--- src/rtl/multi_rate_divider.sv ---
// Multi-channel programmable clock divider. Each channel counts down an interval of enabled
// cycles and, on each terminal count, either toggles its output level or emits a one-cycle
// strobe. Interval/mode changes on a running channel are shadowed and applied at the next
// wrap or synchronous clear, so the period in progress always completes.
module multi_rate_divider #(
    parameter int unsigned WIDTH    = 28,
    parameter int unsigned CHANNELS = 4,
    localparam int unsigned CW      = (CHANNELS > 1) ? $clog2(CHANNELS) : 1
) (
    input  logic                clock_50,
    input  logic                reset_n,
    input  logic                cfg_we,
    input  logic [CW-1:0]       cfg_ch,
    input  logic [WIDTH-1:0]    cfg_interval,
    input  logic                cfg_mode,
    input  logic [CHANNELS-1:0] en,
    input  logic [CHANNELS-1:0] sync_clear,
    output logic [CHANNELS-1:0] out,
    output logic [CHANNELS-1:0] wrap
);

    // Active configuration, running counter and shadow configuration per channel.
    logic [WIDTH-1:0]    ival_q    [CHANNELS];
    logic [WIDTH-1:0]    ival_d    [CHANNELS];
    logic [WIDTH-1:0]    cnt_q     [CHANNELS];
    logic [WIDTH-1:0]    cnt_d     [CHANNELS];
    logic [WIDTH-1:0]    sh_ival_q [CHANNELS];
    logic [WIDTH-1:0]    sh_ival_d [CHANNELS];
    logic [CHANNELS-1:0] mode_q, mode_d;
    logic [CHANNELS-1:0] sh_mode_q, sh_mode_d;
    logic [CHANNELS-1:0] pend_q, pend_d;
    logic [CHANNELS-1:0] out_q, out_d;
    logic [CHANNELS-1:0] wrap_q, wrap_d;

    // Reload source selection: same-cycle write, then pending shadow, then current config.
    logic [CHANNELS-1:0] wr_sel;
    logic [WIDTH-1:0]    src_ival [CHANNELS];
    logic [CHANNELS-1:0] src_mode;

    // Decode the write target and pick the reload source for every channel.
    always_comb begin
        wr_sel   = '0;
        src_mode = '0;
        for (int unsigned i = 0; i < CHANNELS; i++) begin
            // Out-of-range indices never match any channel, so such writes fall away.
            wr_sel[i] = cfg_we && (cfg_ch == CW'(i));
            if (wr_sel[i]) begin
                src_ival[i] = cfg_interval;
                src_mode[i] = cfg_mode;
            end else if (pend_q[i]) begin
                src_ival[i] = sh_ival_q[i];
                src_mode[i] = sh_mode_q[i];
            end else begin
                src_ival[i] = ival_q[i];
                src_mode[i] = mode_q[i];
            end
        end
    end

    // Per-channel next-state: clear has priority, then idle load, then counting/wrap.
    always_comb begin
        ival_d    = ival_q;
        cnt_d     = cnt_q;
        sh_ival_d = sh_ival_q;
        mode_d    = mode_q;
        sh_mode_d = sh_mode_q;
        pend_d    = pend_q;
        out_d     = out_q;
        wrap_d    = '0;
        for (int unsigned i = 0; i < CHANNELS; i++) begin
            if (sync_clear[i]) begin
                ival_d[i] = src_ival[i];
                mode_d[i] = src_mode[i];
                cnt_d[i]  = src_ival[i];
                pend_d[i] = 1'b0;
                out_d[i]  = 1'b0;
            end else if (ival_q[i] == '0) begin
                // Idle: en is ignored; a write takes effect immediately.
                out_d[i] = 1'b0;
                cnt_d[i] = '0;
                if (wr_sel[i]) begin
                    ival_d[i] = cfg_interval;
                    mode_d[i] = cfg_mode;
                    cnt_d[i]  = cfg_interval;
                end
            end else begin
                if (wr_sel[i]) begin
                    sh_ival_d[i] = cfg_interval;
                    sh_mode_d[i] = cfg_mode;
                    pend_d[i]    = 1'b1;
                end
                if (en[i] && (cnt_q[i] == WIDTH'(1))) begin
                    // Terminal count: reload, and drive the output per the new mode.
                    ival_d[i] = src_ival[i];
                    mode_d[i] = src_mode[i];
                    cnt_d[i]  = src_ival[i];
                    pend_d[i] = 1'b0;
                    if (src_ival[i] == '0) begin
                        out_d[i] = 1'b0;
                    end else begin
                        wrap_d[i] = 1'b1;
                        out_d[i]  = src_mode[i] ? 1'b1 : ~out_q[i];
                    end
                end else begin
                    if (en[i]) begin
                        cnt_d[i] = cnt_q[i] - WIDTH'(1);
                    end
                    if (mode_q[i]) begin
                        out_d[i] = 1'b0;
                    end
                end
            end
        end
    end

    // State registers with asynchronous clear; reset leaves every channel idle.
    always_ff @(posedge clock_50 or negedge reset_n) begin
        if (!reset_n) begin
            for (int unsigned i = 0; i < CHANNELS; i++) begin
                ival_q[i]    <= '0;
                cnt_q[i]     <= '0;
                sh_ival_q[i] <= '0;
            end
            mode_q    <= '0;
            sh_mode_q <= '0;
            pend_q    <= '0;
            out_q     <= '0;
            wrap_q    <= '0;
        end else begin
            ival_q    <= ival_d;
            cnt_q     <= cnt_d;
            sh_ival_q <= sh_ival_d;
            mode_q    <= mode_d;
            sh_mode_q <= sh_mode_d;
            pend_q    <= pend_d;
            out_q     <= out_d;
            wrap_q    <= wrap_d;
        end
    end

    assign out  = out_q;
    assign wrap = wrap_q;

endmodule
--- config.mk ---
export PLATFORM = sky130hd
export DESIGN_NAME = multi_rate_divider
export DESIGN_NICKNAME = d
export VERILOG_FILES = /design/src/rtl/multi_rate_divider.sv
export SDC_FILE = /design/constraint.sdc
export NUM_CORES = 1
export LEC_CHECK = 0
export BUFFER_PORTS_ARGS = -buffer_cell sky130_fd_sc_hd__buf_2
export CORE_MARGIN = 5
export CORE_UTILIZATION = 65
export CTS_CLUSTER_SIZE = 30
export DETAILED_ROUTE_END_ITERATION = 16
export MAX_ROUTING_LAYER = met4
export PLACE_DENSITY_LB_ADDON = 0.3
export SLEW_MARGIN = 25
export SYNTH_ARGS = -nofsm -noshare
export SYNTH_HDL_FRONTEND = slang
export SYNTH_SLANG_ARGS = --single-unit
--- constraint.sdc ---
create_clock -name clock_50 -period 6.85 [get_ports clock_50]
set_input_delay 0 -clock clock_50 [delete_from_list [all_inputs] [get_ports clock_50]]
set_output_delay 0 -clock clock_50 [all_outputs]
set_load 0.02 [all_outputs]
## After elaboration in Yosys (flattened, before gate mapping)

Index checks and enable logic that the tools add are counted.

- Register bits after elaboration: 356
- Output and inout port bits: 8
- Word-level logic and storage cells: 229

- $add $sub $neg: 4
- Eq/ne operators: 15
- Mux-type cells: 124
- Bitwise gates (word level): 12
- Reduce and logical (&&, ||, !) cells: 45

Operators by type and width:

| kind | count |
|---|---|
| 28-bit 2-to-1 mux | 44 |
| 28-bit logical NOT | 8 |
| 28-bit by 1-bit == test with 1-bit output, second input constant | 4 |
| 28-bit by 1-bit subtractor with 28-bit output, second input constant | 4 |
| 1-bit 2-to-1 mux | 80 |
| 4-bit nonzero test | 8 |
| 3-bit nonzero test | 8 |
| 2-bit AND reduction | 8 |
| 3-bit != test, second input constant | 4 |
| 1-bit inverter | 12 |
| 3-bit AND reduction | 4 |
| 1-bit logical AND | 8 |
| 2-bit != test, second input constant | 4 |
| 2-bit == test, second input constant | 2 |
| 2-bit by 1-bit == test with 1-bit output, second input constant | 1 |
| 2-bit logical NOT | 1 |

## Depth between registers and ports, before layout

- Word-level depth: 8
- Depth in mapped cells: 11

## Least setup slack after synthesis

OpenSTA, ideal clock, no wires.

- Kind: reg2reg
- Start: register cnt_q[10] in the netlist's numbering
- End: register cnt_q[24] in the netlist's numbering
- Library setup time: 80 ps
- Arrival: 2543 ps
- Required time: 6770 ps
- Setup slack: 4226 ps
- Stages on the path, launching flop included: 8
- Buffers on the path: 1
- Clock period less this slack: 2624 ps
- Cells stage by stage: dfrtp_1 or4_4 or3_1 buf_4 or4_4 or3_1 a21boi_1 o211ai_2

- Longest elaborated chain between the ends: 5
- Elaborated cells between the ends (all ways): 8
- Those cells by class: 1 x add/sub; 1 x eq/ne; 4 x mux; 2 x reduce/logical

RTL lines:

| what | RTL line | RTL |
|---|---|---|
| start: declaration | 25 | `logic [WIDTH-1:0] cnt_q [CHANNELS];` |
| start signal: assignment | 131 | `cnt_q <= cnt_d;` |
| 28-bit by 1-bit subtractor with 28-bit output / 28-bit by 1-bit == test with 1-bit output (equally long branches) | 106, 92 |  |
| 28-bit 2-to-1 mux / 1-bit logical AND (equally long branches) | 105, 92 |  |
| 28-bit 2-to-1 mux | 92 | `if (en[i] && (cnt_q[i] == WIDTH'(1))) begin` |
| 28-bit 2-to-1 mux | 77 | `end else if (ival_q[i] == '0) begin` |
| 28-bit 2-to-1 mux | 71 | `if (sync_clear[i]) begin` |

Several ways; a longest one is shown, not always the timed one. The select of a mux whose other input is x is not followed.
A chain may end at the register's enable or synchronous reset.

## Worst setup path in the final report

- Start: register cnt_q[36] in the netlist's numbering
- End: register ival_q[41] in the netlist's numbering

- Longest elaborated chain between the ends: 4

RTL lines:

| what | RTL line | RTL |
|---|---|---|
| 28-bit by 1-bit == test with 1-bit output | 92 |  |
| 1-bit logical AND | 92 |  |
| 3-bit nonzero test (no line) | - |  |
| 2-bit AND reduction (no line) | - |  |
| end signal: assignment | 130 | `ival_q <= ival_d;` |
| end: declaration | 23 | `logic [WIDTH-1:0] ival_q [CHANNELS];` |

Every way passes these cells.

==> impl_metrics.yaml <==
run_status:
  status: "complete, no violations"
global_routing:
  grt.overflow.total: 0
  grt_pass1_wl_um: 109000
  antenna_found_initial: 2
  grt_usage_pct: 39.1
  grt_start_max_net_pins: 82
  grt_pass1_vias: 18800
detailed_routing:
  route.met3.wl_um: 7030
  vias_per_cell: 7.07
  wl_met1_um: 26700
  ant_nets: 0
  drc_errors: 0
  dr.max_layer_used: "met4"
  num_vias: 19600
  drt_iter0_drc: 2322
  routed_wl_um: 69100
  drt_pre_antenna_iters: 6
  wl_met2_um: 31000
  wl_per_cell_um: 24.9
setup_path:
  worstSetupStartpoint: "cnt_q[36]"
  worst-setup-path-type: "reg2reg"
  rr_startpoint: "cnt_q[36]"
  path_max_fanout: 14
  end_kind: "flop"
  cp-start-kind: "flop"
  regToRegSetupSlack_ns: 3.02
  worstPathRequired_ns: 7.26
  cp.arrival_ns: 4.24
synth:
  synthTopCellsByCount: "dfrtp_1 (356), nand2_1 (256), nor2_1 (221), o21ai_0 (198), mux2_2 (148)"
  synth_warnings: 0
  synth_seq_cells: 356
  syn_nets: 2374
  synth-seq-area-share_pct: 42.3
  syn_area_um2: 21100
  synth_top_area_cell: "dfrtp_1"
  synth_edf_count: 0
  synth_cells: 2324
  synth_ff_type: "dfrtp_1"
  yosysMostFrequentCell: "dfrtp_1"
  synthTopCellsByArea: "dfrtp_1 (42%), mux2_2 (7.9%), mux2i_1 (6.8%)"
  synth.distinct_cells: 87
  async_flop_share_pct: 100
  syn_area_per_cell_um2: 9.07
  synth_top_area_share_pct: 42.3
clock_network:
  clk_pin_slew_ns: 0.06
  cts_sinks: 356
  clock_latency_ns: 0.54
  h-tree-depth: 2
  clockBufferDepth: 3
  cts-resized-gates: 0
  cts_root_buffer: "clkbuf_16"
  cts_buffers: 39
  cts_tree: "yes"
sta:
  tightest_slew_ns: 1.04
  min_period_ns: 3.83
  max_slew_margin_pct: 30.7
  worst_slack_ns: 3.02
  drv_slew: 0
  post-route-period-util_pct: 56.0
  hold_violations: 0
  rsz0062_at_grt: "false"
  finalSetupViolCount: 0
  max_freq_mhz: 261
  fin_skew_ns: 0.0158
  tns_ns: 0
pwr:
  leakagePower_uw: 0.00974
  ir_drop_mv: 0.255
  powerDensity_nw_per_um2: 297
flow_run:
  cap_violations: 0
placement:
  post-place-ws_ns: 3.17
  portBuffers: 49
  gp_congestion: 1.01
  dp_hpwl_um: 46400
layout:
  regArea_um2: 8910
  fillCellCount: 2384
  drive_above_1_share_pct: 14.8
  multi_input_area_um2: 11400
  nNetsFinal: 2352
  syn_to_final_growth_pct: 9.65
floorplanning:
  die_h_um: 190
  rows: 66
  die_area_um2: 36100
  start_util_pct: 65.3
  die_w_um: 190
  core_um2: 32300
  io_pins: 50
min_path:
  hp-start: "cfg_interval[21]"
  hp-class: "in2reg"
-- layout make-up --
type / count / share of cell area (%)
Clock buffer: 59 / 5.08
Clock inverter: 10 / 0.650
Timing Repair Buffer: 111 / 3.32
Inverter: 42 / 0.682
Multi-Input combinational cell: 1752 / 49.3
Sequential cell: 356 / 38.6
Antenna cell: 1 / 0.0108
Tap cell: 442 / 2.39
-- cells in the final DEF (no fill, tap or decap), types with 21 or more instances in the layout --
master and n:
dfrtp_1 356, nand2_1 256, nor2_1 219, o21ai_0 197
mux2_2 148, mux2i_1 143, a21oi_1 96, nor3_1 76
nor4_1 61, nand3_1 50, buf_2 48, buf_4 45
inv_1 41, clkbuf_16 41, a211oi_1 39, o21ai_1 36
nand4_1 30, o211ai_1 26, a22oi_1 24, or3_1 21
-- cells by family after synthesis --
kind of cell / share of synthesized area [%]
AOI/OAI and AO/OA: 19.1
xor gates and xnor gates: 0.374
adders and majority gates: 0.475
buffers and inverters: 4.14
muxes: 14.7
DFF: 42.3
and+or+nand+nor: 19.0
-- power breakdown --
group          leakage (µW)  switching (µW)  internal (µW)
combinational       0.00473             989            685
sequential          0.00435             416           2550
clock              0.000655             880           1330
total               0.00974            2280           4570
-- worst max-delay path: stages, from the launching register on --
cell	delay (ns)
dfrtp_1	0.43
nor4_1	0.60
nor4bb_1	0.92
nand3_1	0.43
o21ai_1	0.65
buf_4	0.34
mux2_2	0.35
-- metrics by stage --
stage / hold WS [ns] / power [µW] / instances / util [%] / cell area [µm²]
5_1_grt: 0.000107 / 7150 / 2773 / 71.6 / 23100
3_5_place_dp: 0.0388 / 4600 / 2688 / 66.9 / 21600
3_3_place_gp: 0.0190 / 4530 / 2688 / 66.9 / 21600
2_1_floorplan: -0.296 / 4030 / 2324 / - / 21100
6_report: 0.0234 / 6850 / 2773 / 71.6 / 23100
4_1_cts: 0.00228 / 6800 / 2771 / 71.5 / 23100
-- path summary, 6_finish.rpt --
check,depth (start not counted),end
setup / recovery,6,ival_q[41]
hold / removal,3,ival_q[105]
setup reg to reg,6,ival_q[41]
hold reg to reg,2,sh_ival_q[97]
max in group asynchronous,3,cnt_q[38]
min in group asynchronous,2,cnt_q[89]
-- state kept, by name, summed over array words and instances, names as in the netlist --
register   count
cnt_q        112
ival_q       112
sh_ival_q    112
mode_q         4
out            4
pend_q         4
sh_mode_q      4
wrap           4
-- per-layer routing --
layer	vias up	GRT usage, %
li1	8571	-
met1	9547	51.8
met2	1199	58.0
met3	299	6.70
met4	0	20.7
met5	-	-
-- timing repair --
| action | CTS | global route |
|---|---|---|
| hold buffers | 14 | 0 |
| hold endpoints to repair | 99 | 0 |
| buffers inserted | 0 | 0 |
Power figures use the tool's default switching activity.
